`src/rtl/cpu_sram_arbiter_pkg.sv`:
```
// Shared types for the CPU-to-SRAM arbiter: FSM states, access sizes and the
// registered bus request bundle.
package cpu_sram_arbiter_pkg;

  localparam int ARB_ADDR_W = 32;
  localparam int ARB_DATA_W = 32;

  typedef enum logic [2:0] {
    IDLE   = 3'd0,
    D_ADDR = 3'd1,
    D_DATA = 3'd2,
    I_ADDR = 3'd3,
    I_DATA = 3'd4
  } arb_state_t;

  typedef enum logic [1:0] {
    MSIZE_B = 2'd0,
    MSIZE_H = 2'd1,
    MSIZE_W = 2'd2
  } msize_t;

  typedef struct packed {
    logic                  req;
    logic                  wr;
    msize_t                size;
    logic [ARB_ADDR_W-1:0] addr;
    logic [ARB_DATA_W-1:0] wdata;
  } sram_req_t;

endpackage

```
`src/rtl/cpu_sram_arbiter_if.sv`:
```
// SRAM-like bus with one outstanding transaction: request/addr_ok handshake
// followed by a data_ok completion.
interface cpu_sram_arbiter_if
  import cpu_sram_arbiter_pkg::*;
#(
  parameter int ADDR_W = ARB_ADDR_W,
  parameter int DATA_W = ARB_DATA_W
);

  logic              req;
  logic              wr;
  msize_t            size;
  logic [ADDR_W-1:0] addr;
  logic [DATA_W-1:0] wdata;
  logic              addr_ok;
  logic              data_ok;
  logic [DATA_W-1:0] rdata;

  modport master (
    output req, wr, size, addr, wdata,
    input  addr_ok, data_ok, rdata
  );

  modport slave (
    input  req, wr, size, addr, wdata,
    output addr_ok, data_ok, rdata
  );

endinterface

```
`src/rtl/cpu_sram_arbiter_req_hold.sv`:
```
// Registers the bus request on issue and holds every field stable until the
// slave accepts it with addr_ok.
module sram_req_hold
  import cpu_sram_arbiter_pkg::*;
(
  input  logic                  clk,
  input  logic                  reset,
  input  logic                  load_d,
  input  logic                  load_i,
  input  logic                  addr_ok,
  input  logic                  d_wr,
  input  logic [1:0]            d_size,
  input  logic [ARB_ADDR_W-1:0] d_addr,
  input  logic [ARB_DATA_W-1:0] d_wdata,
  input  logic [ARB_ADDR_W-1:0] i_addr,
  output sram_req_t             req_q
);

  // Only req drops on acceptance; the other fields keep their last value.
  always_ff @(posedge clk or posedge reset) begin
    if (reset) begin
      req_q <= '0;
    end else if (load_d) begin
      req_q <= '{req: 1'b1, wr: d_wr, size: msize_t'(d_size),
                 addr: d_addr, wdata: d_wdata};
    end else if (load_i) begin
      req_q <= '{req: 1'b1, wr: 1'b0, size: MSIZE_W,
                 addr: i_addr, wdata: {ARB_DATA_W{1'b0}}};
    end else if (req_q.req && addr_ok) begin
      req_q.req <= 1'b0;
    end
  end

endmodule

```
`src/rtl/cpu_sram_arbiter.sv`:
```
// Merges the MIPS fetch and data ports onto one SRAM-like bus, data first,
// holding a global pipeline stall until every pending access of the cycle is served.
//
// state  | meaning
// IDLE   | no bus activity; pick data, then fetch, if not yet done this cycle
// D_ADDR | data request on the bus, waiting for addr_ok
// D_DATA | data request accepted, waiting for data_ok
// I_ADDR | fetch request on the bus, waiting for addr_ok
// I_DATA | fetch request accepted, waiting for data_ok
module cpu_sram_arbiter
  import cpu_sram_arbiter_pkg::*;
#(
  parameter int ADDR_W = ARB_ADDR_W,
  parameter int DATA_W = ARB_DATA_W
)(
  input  logic                clk,
  input  logic                reset,
  input  logic                i_en,
  input  logic [ADDR_W-1:0]   i_addr,
  output logic [DATA_W-1:0]   i_rdata,
  input  logic                d_en,
  input  logic                d_wr,
  input  logic [1:0]          d_size,
  input  logic [ADDR_W-1:0]   d_addr,
  input  logic [DATA_W-1:0]   d_wdata,
  output logic [DATA_W-1:0]   d_rdata,
  output logic                stall,
  cpu_sram_arbiter_if.master  bus
);

  arb_state_t state;
  logic       i_done;
  logic       d_done;
  logic       d_pend;
  logic       i_pend;
  logic       load_d;
  logic       load_i;
  sram_req_t  req_q;

  assign d_pend = d_en && !d_done;
  assign i_pend = i_en && !i_done;
  assign load_d = (state == IDLE) && d_pend;
  assign load_i = (state == IDLE) && !d_pend && i_pend;

  // Gated by reset so the pipeline never sees a stall while being reset.
  assign stall = !reset && (d_pend || i_pend || (state != IDLE));

  sram_req_hold u_req_hold (
    .clk     (clk),
    .reset   (reset),
    .load_d  (load_d),
    .load_i  (load_i),
    .addr_ok (bus.addr_ok),
    .d_wr    (d_wr),
    .d_size  (d_size),
    .d_addr  (d_addr),
    .d_wdata (d_wdata),
    .i_addr  (i_addr),
    .req_q   (req_q)
  );

  assign bus.req   = req_q.req;
  assign bus.wr    = req_q.wr;
  assign bus.size  = req_q.size;
  assign bus.addr  = req_q.addr;
  assign bus.wdata = req_q.wdata;

  always_ff @(posedge clk or posedge reset) begin
    if (reset) begin
      state   <= IDLE;
      i_done  <= 1'b0;
      d_done  <= 1'b0;
      i_rdata <= '0;
      d_rdata <= '0;
    end else begin
      // Done flags only matter within one frozen pipeline cycle.
      if (!stall) begin
        i_done <= 1'b0;
        d_done <= 1'b0;
      end
      case (state)
        IDLE: begin
          if (d_pend)      state <= D_ADDR;
          else if (i_pend) state <= I_ADDR;
        end
        D_ADDR: if (bus.addr_ok) state <= D_DATA;
        I_ADDR: if (bus.addr_ok) state <= I_DATA;
        D_DATA: begin
          if (bus.data_ok) begin
            d_done <= 1'b1;
            if (!req_q.wr) d_rdata <= bus.rdata;
            state <= IDLE;
          end
        end
        I_DATA: begin
          if (bus.data_ok) begin
            i_done  <= 1'b1;
            i_rdata <= bus.rdata;
            state   <= IDLE;
          end
        end
        default: state <= IDLE;
      endcase
    end
  end

endmodule

```
`src/flat_wrapper.sv`:
```
// flat-port wrapper written by rule: the top's interface ports become plain ports
module cpu_sram_arbiter_flat import cpu_sram_arbiter_pkg::*;
#(
  parameter int ADDR_W = ARB_ADDR_W,
  parameter int DATA_W = ARB_DATA_W
)
  (clk, reset, i_en, i_addr, i_rdata, d_en, d_wr, d_size, d_addr, d_wdata, d_rdata, stall, bus_req, bus_wr, bus_size, bus_addr, bus_wdata, bus_addr_ok, bus_data_ok, bus_rdata);
  cpu_sram_arbiter_if #(.ADDR_W(ADDR_W), .DATA_W(DATA_W)) bus_i ();
  input  logic clk;
  input  logic reset;
  input  logic i_en;
  input  logic [ADDR_W-1:0] i_addr;
  output logic [DATA_W-1:0] i_rdata;
  input  logic d_en;
  input  logic d_wr;
  input  logic [1:0] d_size;
  input  logic [ADDR_W-1:0] d_addr;
  input  logic [DATA_W-1:0] d_wdata;
  output logic [DATA_W-1:0] d_rdata;
  output logic stall;
  output wire logic [$bits(bus_i.req)-1:0] bus_req;
  output wire logic [$bits(bus_i.wr)-1:0] bus_wr;
  output wire logic [$bits(bus_i.size)-1:0] bus_size;
  output wire logic [$bits(bus_i.addr)-1:0] bus_addr;
  output wire logic [$bits(bus_i.wdata)-1:0] bus_wdata;
  input wire logic [$bits(bus_i.addr_ok)-1:0] bus_addr_ok;
  input wire logic [$bits(bus_i.data_ok)-1:0] bus_data_ok;
  input wire logic [$bits(bus_i.rdata)-1:0] bus_rdata;
  assign bus_req = bus_i.req;
  assign bus_wr = bus_i.wr;
  assign bus_size = bus_i.size;
  assign bus_addr = bus_i.addr;
  assign bus_wdata = bus_i.wdata;
  assign bus_i.addr_ok = bus_addr_ok;
  assign bus_i.data_ok = bus_data_ok;
  assign bus_i.rdata = bus_rdata;
  cpu_sram_arbiter #(.ADDR_W(ADDR_W), .DATA_W(DATA_W)) u_core (.clk(clk), .reset(reset), .i_en(i_en), .i_addr(i_addr), .i_rdata(i_rdata), .d_en(d_en), .d_wr(d_wr), .d_size(d_size), .d_addr(d_addr), .d_wdata(d_wdata), .d_rdata(d_rdata), .stall(stall), .bus(bus_i));
endmodule
```
`config.mk`:
```
export PLATFORM = sky130hd
export DESIGN_NAME = cpu_sram_arbiter_flat
export DESIGN_NICKNAME = d
export VERILOG_FILES = /design/src/rtl/cpu_sram_arbiter_pkg.sv /design/src/rtl/cpu_sram_arbiter_if.sv /design/src/rtl/cpu_sram_arbiter_req_hold.sv /design/src/rtl/cpu_sram_arbiter.sv /design/src/flat_wrapper.sv
export SDC_FILE = /design/constraint.sdc
export NUM_CORES = 1
export LEC_CHECK = 0
export ABC_AREA = 1
export CAP_MARGIN = 20
export CORE_MARGIN = 3
export CORE_UTILIZATION = 44
export DETAILED_ROUTE_END_ITERATION = 10
export PLACE_DENSITY = 0.9
export SKIP_LAST_GASP = 1
export SLEW_MARGIN = 15
export SYNTH_ARGS = -nofsm -noshare
export SYNTH_HDL_FRONTEND = slang
export SYNTH_HIERARCHICAL = 1
export SYNTH_SLANG_ARGS = --single-unit
```
`constraint.sdc`:
```
create_clock -name clk -period 3.7 [get_ports clk]
set_input_delay 0.925 -clock clk [delete_from_list [all_inputs] [get_ports clk]]
set_output_delay 0.925 -clock clk [all_outputs]
set_load 0.05 [all_outputs]
```
* Word-level counts from Yosys, hierarchy flattened
Cells that the tools add are included.
** Operators by class
- Add/sub/neg operators :: 0
- $mul :: 0
- Div/mod/pow operators :: 0
- $lt $le $gt $ge :: 0
- Equality and inequality tests :: 8
- Shifts and indexed selects :: 0
- Multiplexer cells :: 16
- Bitwise gates (word level) :: 1
- Reductions and logical operators :: 21
** Operator list (number)
- $mux 68 :: 1
- $mux 67 :: 1
- $mux 3 :: 5
- $pmux 3 s4 :: 1
- $mux 1 :: 8
- $logic_and 1x1->1 :: 7
- $eq 3x2->1 const B :: 2
- $reduce_bool 3->1 :: 2
- $logic_not 1->1 :: 4
- $ne 2x2->1 const B :: 2
- $reduce_and 4->1 :: 1
- $eq 3x1->1 const B :: 1
- $eq 3x3->1 const B :: 1
- $logic_not 3->1 :: 1
- $ne 3x1->1 const B :: 1
- $reduce_and 3->1 :: 1
- $logic_or 1x1->1 :: 2
- $ne 2x1->1 const B :: 1
- $reduce_and 2->1 :: 1
- $reduce_bool 2->1 :: 1
- $reduce_or 2->1 :: 1
- $not 1->1 :: 1
** Word-level totals
- Flip-flop bits (word level) :: 137
- Latch bits :: 0
- RAM bits :: 0
- Bits in read-only memories :: 0
- Input port bits :: 137
- Output and inout bits :: 133
- Word-level logic and storage cells :: 56
- Memories kept :: 0

* Longest topological paths before layout
Gate-level depths: netlist of run 1.
- Depth in word-level cells :: 8
- Mapped depth :: 11
- Gate-level depth less buffers :: 8

* Cells and area by module
The synthesis of run 1 kept the hierarchy.
** Modules (own cells, without submodules)
- sram_req_hold :: instances 1, cells an instance 327, area each 2808.9 um^2, seq. area each 1701.6 um^2
- cpu_sram_arbiter :: instances 1, cells an instance 289, area each 2793.9 um^2, seq. area each 1726.7 um^2

* Worst setup path after synthesis of run 1
Ideal clock, no wire load.
- Path type :: input -> output
- Start point :: input port d_en
- End point :: output port stall
- Arrival :: 1.820 ns
- Data required time :: 2.775 ns
- Slack :: 0.955 ns
- Stages :: 4
- Buffers on the path :: 0
- Path through :: nand2_1 > nand2_1 > nor2_1 > nor2_1
** Between the ends
- Cells in the longest elaborated chain, start to end :: 4
** RTL lines
- start, declared :: line flat_wrapper.sv:14 : input logic d_en;
- $logic_and 1x1->1 :: line cpu_sram_arbiter.sv:40 : assign d_pend = d_en && !d_done;
- $logic_or 1x1->1 (2 in a row) :: line cpu_sram_arbiter.sv:46 : assign stall = !reset && (d_pend || i_pend || (state != IDLE));
- $logic_and 1x1->1 :: line cpu_sram_arbiter.sv:46
- end, declared :: line flat_wrapper.sv:20 : output logic stall;
Every way passes these cells.

* Final worst setup path of run 1
Ends and elaborated chain as after synthesis.

==> summary.txt, run 1 <==
GR Overflow Total -> 0
Power Density -> 1040 nW/µm²
Number of vias per cell -> 4.85
Hold_sp -> u_core/u_req_hold/req_q[16]
Element type at the critical path end -> output port
Async S/R FF share, synth -> 100%
Synthesized area per cell -> 9.10 µm²
Fin Clk Skew -> 0.0111 ns
Largest net degree at the start of global routing -> 69
Slew Limit Headroom -> 48.8%
Die Span Y -> 119 µm
Post-Place Cells -> 1026
Die area -> 14100 µm²
Vias in the first global route -> 5250
Post-DP HPWL -> 12200 µm
Via Count -> 5129
Cell area after synthesis -> 5600 µm²
Worst Hold End -> u_core/u_req_hold/req_q[16]
Synthesized Nets -> 753
Flops & latches, synth -> 137
Clock tree buffer depth -> 2
Area growth syn-to-layout -> 60.3%
Critical register-to-register path endpoint -> u_core/u_req_hold/req_q[63]
HP Class -> reg -> reg
H-tree depth -> 4
Pleak -> 0.00425 µW
Register area share after synthesis -> 61.2%
Max-slew violation count -> 0
Starting Density -> 45.9%
DRC viols -> 0
TritonRoute pass-1 iters -> 5
CTS tree -> built
# rows -> 40
Max Cap Viol -> 0
WL final -> 17400 µm
Nets -> 1014
Worst Hold Depth -> 2
Crit Reg-Reg Startpoint -> u_core/state[0]
Final critical-path share of the clock period -> 81.8%
WP data arrival -> 2.10 ns
GPL Wtd Cong -> 0.844
Initial drt markers -> 416
Post-CTS Hold Fix Bufs -> 0
GRT Total Usage -> 24.7%
Die Width -> 119 µm
Diode count -> 0
Share of layout cells above drive strength 1 -> 7.87%
FMAX -> 0.330 GHz
Final hold vios -> 0
First-pass GRT wire length -> 27400 µm
CTS Buf Count -> 17
Reg2Reg Depth -> 6
Required time of the critical path -> 2.77 ns
Synth warn -> 6
Top_reg_cell synth -> dfrtp_1
PostCTS Resize Cnt -> 0
RSZ-0062 raised after global routing -> false
Post-synth EDFFs -> 0
Boundary pin count -> 270
Initial antenna violation count -> 0
Worst Path Max Fanout -> 3
Clock sink count -> 137
Clk root buf -> clkbuf_16
Clock period minus worst slack -> 3.03 ns
Synthesized instance count -> 616
Tightest Pin Transition -> 0.767 ns
CP Launch Type -> input pin
Setup bufs post-CTS -> 0
Average wire per standard cell -> 16.4 µm
Placeable Area -> 12200 µm²
Outcome -> complete, no violations
Final setup TNS -> 0 ns
Worst-path clk slew -> 0.06 ns
Layout Cells excl Fill -> 1058
Setup slack, reg-to-reg -> 1.63 ns
Crit Path Class -> in -> out
Post-route ant nets -> 0
VDD IR max -> 0.651 mV
Buffers on Ports -> 269
Clock Latency Late Sink -> 0.42 ns
Final setup vio count -> 0
Post-synth cell types -> 17
## power by group
part	switching (µW)	internal [µW]
clock network	638	1090
registers	370	2150
logic	3470	1590
## routing by layer
metal | routed length, µm | GRT usage, % | vias to the layer above
li1 | - | - | 2460
met3 | 1020 | 5.89 | 40
met2 | 9290 | 44.1 | 198
met1 | 6470 | 28.1 | 2431
met4 | 575 | 10.6 | 0
met5 | 0 | 0 | -
## per-stage QoR
| step | utilization, % | setup WS (ns) | power [µW] | area [µm²] | hold WS [ns] |
|---|---|---|---|---|---|
| 4_1_cts | 73.6 | 0.661 | 9370 | 8980 | 0.477 |
| 2_1_floorplan | - | 0.955 | 5840 | 5600 | 0.442 |
| 5_1_grt | 73.6 | 0.546 | 9740 | 8980 | 0.492 |
| 3_5_place_dp | 68.6 | 0.668 | 7580 | 8380 | 0.457 |
| 3_3_place_gp | 68.6 | 0.695 | 7470 | 8380 | 0.452 |
| 6_report | 73.6 | 0.674 | 9320 | 8980 | 0.476 |
## how the worst max path moves through the flow
stage / start / end / slack (ns) / cells past startpoint
detailed placement: d_en / stall / 0.67 / 6
CTS: d_en / stall / 0.66 / 6
global placement: d_en / stall / 0.69 / 6
floorplan: d_en / stall / 0.96 / 4
global route: d_en / stall / 0.55 / 6
finish: d_en / stall / 0.67 / 6
## cell usage in the layout (no fill, tap or decap)
master           synthesis  routed
inv_6                    0       1
clkdlybuf4s50_1          0     268
bufinv_16                0       3
o21ai_2                 23      23
nor2_1                  10       8
buf_12                   0       3
o21ai_0                  1       1
o21ai_1                 42      42
nor2_2                   1       2
clkbuf_1                 3       2
inv_2                    1       3
nand3_2                  2       2
clkinvlp_4               0       3
nor2_4                   1       2
buf_4                    6       5
nand3_1                 69      69
nand2_1                250     250
clkinv_4                 0       1
a21oi_1                  1       1
clkinv_2                 0       3
inv_1                   44      42
clkbuf_16                0      17
clkbuf_8                 0       2
dfrtp_1                137     137
## cells by family (layout without fill, tap and decap cells)
kind of cell | Yosys count | in the layout | share of synthesized area [%]
simple gates | 333 | 333 | 24.3
flops | 137 | 137 | 61.2
buf+inv | 79 | 353 | 7.03
compound gates | 67 | 67 | 7.53
## layout make-up
cell class	count	area [µm²]
flip-flops and latches	137	3430
fillers	858	3230
repair buffers	276	2780
multi-input cells	400	1790
clock buffers	21	460
well taps	168	210
inverters	45	169
clock inverters	11	145
## registers in the layout, summed over array words and instances, names as in the netlist
register and cells:
u_core/u_req_hold/req_q 68, u_core/d_done 1, u_core/d_rdata 32, u_core/i_done 1
u_core/state 3, u_core/i_rdata 32
## cells in the mapped netlist, types with 2 or more instances
cell      number  area (µm²)
inv_1         44         165
dfrtp_1      137        3430
buf_4          6        45.0
nand2_1      250         938
o21ai_1       42         210
nand3_2        2        20.0
nand3_1       69         345
o21ai_2       23         201
buf_2         18        90.1
nor2_1        10        37.5
clkbuf_1       3        11.3
buf_6          7        78.8
## worst max-delay path, stage by stage
cell             delay (ns)
clkdlybuf4s50_1        0.45
nand2_1                0.11
nand2_1                0.11
nor2_1                 0.06
nor2_1                 0.27
buf_12                 0.19
No activity file was read; power rests on OpenSTA's default activity.
==> run 2, diff against run 1 <==
CORE_UTILIZATION = 41   (was 44)
PLACE_DENSITY = 0.85   (was 0.9)
clock period = 2.9 ns   (was 3.7 ns; I/O delays follow)
==> run 2 against run 1 <==
- critical path depth stayed put
- design area is 1.5% higher
- global-route usage shrank 2.6 points
- sequential cell count did not move
- core utilization down 5.0 points
- worst setup slack worse by 0.38 ns
- clock skew fell by 0.0036 ns
- final cell count grew 1.3%
- register-to-register slack worse by 0.60 ns
- critical path type unchanged
- die area up 6.9%
- combinational power increased by 28%
- worst hold slack got worse by 0.0088 ns
==> summary.txt, run 2 (same netlist as run 1, synthesis figures left out) <==
TritonRoute pass-1 iters -> 5
Switching part of the total power -> 47.0%
Clock Latency Late Sink -> 0.41 ns
Die Span Y -> 123 µm
Worst-path clk slew -> 0.05 ns
Placeable Area -> 13300 µm²
Setup bufs post-CTS -> 0
Required time of the critical path -> 2.17 ns
Max-slew violation count -> 0
Register with the most flip-flops -> u_core/u_req_hold/req_q
# rows -> 42
Combinational Power Share -> 53.9%
Nets -> 1021
Largest net degree at the start of global routing -> 69
Outcome -> complete, no violations
Clock tree buffer depth -> 2
Hold_sp -> u_core/u_req_hold/req_q[19]
Boundary pin count -> 270
Critical register-to-register path endpoint -> u_core/u_req_hold/req_q[57]
First-pass GRT wire length -> 25600 µm
Worst Hold End -> u_core/u_req_hold/req_q[19]
Final instance area -> 9110 µm²
Crit Path Class -> in -> out
Commonest non-fill, non-tap cell in the layout -> clkdlybuf4s50_1
Area growth syn-to-layout -> 62.7%
GR Overflow Total -> 0
PostCTS Resize Cnt -> 0
Post-Place Cells -> 1041
Max Cap Viol -> 0
Pleak -> 0.00432 µW
Post-CTS Hold Fix Bufs -> 0
Reg2Reg Depth -> 8
CTS Buf Count -> 17
Die Width -> 123 µm
Clk root buf -> clkbuf_16
Tightest Pin Transition -> 0.655 ns
WL final -> 17100 µm
Initial antenna violation count -> 0
Slew Limit Headroom -> 56.4%
Largest register FFs -> 68
Power Density -> 1320 nW/µm²
CP Launch Type -> input pin
Sw Pwr -> 5660 µW
Final setup vio count -> 0
Clock sink count -> 137
Top Registers -> u_core/u_req_hold/req_q (68), u_core/d_rdata (32), u_core/i_rdata (32)
Crit Reg-Reg Startpoint -> u_core/state[1]
Final hold vios -> 0
Layout Cells excl Fill -> 1072
Diode count -> 0
Vias in the first global route -> 4977
Die area -> 15100 µm²
RSZ-0062 raised after global routing -> false
DRC viols -> 0
Share of layout cells above drive strength 1 -> 8.59%
Buffers on Ports -> 269
Number of vias per cell -> 4.78
Fin Clk Skew -> 0.00752 ns
Post-route ant nets -> 0
VDD IR max -> 0.856 mV
Share of power burned in registers -> 26.7%
P_int -> 6390 µW
Element type at the critical path end -> output port
Post-layout util -> 68.6%
Worst Path Max Fanout -> 3
WP data arrival -> 1.88 ns
Via Count -> 5119
GRT Total Usage -> 22.0%
GPL Wtd Cong -> 0.814
Final setup margin -> 0.295 ns
HP Class -> reg -> reg
Starting Density -> 42.1%
CTS tree -> built
Final critical-path share of the clock period -> 89.8%
Worst Hold Depth -> 2
Setup slack, reg-to-reg -> 1.03 ns
Average wire per standard cell -> 15.9 µm
Most frequent cells in the layout -> clkdlybuf4s50_1, nand2_1, dfrtp_1
Area of placed instances -> 8470 µm²
FMAX -> 0.384 GHz
Dpl ws -> 0.296 ns
Initial drt markers -> 304
Clock period minus worst slack -> 2.60 ns
H-tree depth -> 4
Final setup TNS -> 0 ns
Clock Power Share -> 19.5%
Post-DP HPWL -> 12500 µm
-- run 2: changes by cell type in the layout (fill, tap and decap cells not counted), sizes merged --
cell	change
clkbuf	-1
clkinv	-1
bufinv	+2
buf	+7
clkinvlp	-1
-- run 2: power by group through the flow --
stage                     clock [µW]  sequential (µW)  combinational (µW)
after CTS                       2400             3210                6540
after global placement             0             3190                6410
final                           2350             3210                6490
after floorplan                    0             5970                1480
after detailed placement           0             3220                6510
after global routing            2480             3310                6830
-- run 2: metal layers --
layer  part of all wire, %  wire [µm]  global-route usage, %  vias up
met5                     0          0                      0        -
met4                   4.6        783                   12.2        0
met3                   5.3        902                   5.12       48
met2                    50       8580                   36.6      176
met1                    40       6820                   26.5     2425
li1                      -          -                      -     2470
-- run 2: worst max path at each step --
stage	from	endpoint	slack, ns	cells after the start
floorplan	reset	u_core/d_done	0.44	1
global placement	d_en	stall	0.30	6
detailed placement	d_en	stall	0.30	6
CTS	d_en	stall	0.29	6
global route	d_en	stall	0.20	6
finish	d_en	stall	0.30	6
-- run 2: through the flow --
step,total power [µW],hold slack [ns]
floorplan,7450,0.442
global route,12600,0.489
CTS,12100,0.472
detailed placement,9740,0.458
finish,12100,0.467
global placement,9600,0.452
-- run 2: cell type report --
class / count / area (µm²)
fill: 993 / 4180
sequential: 137 / 3430
timing repair buffer: 283 / 2860
multi-input combinational: 400 / 1790
clock buffer: 20 / 457
tap: 176 / 220
clock inverter: 11 / 193
inverter: 45 / 169
-- run 2: critical path, stage by stage --
cell,delay [ns]
clkdlybuf4s50_1,0.45
nand2_1,0.11
nand2_1,0.11
nor2_1,0.08
nor2_1,0.22
buf_12,0.17
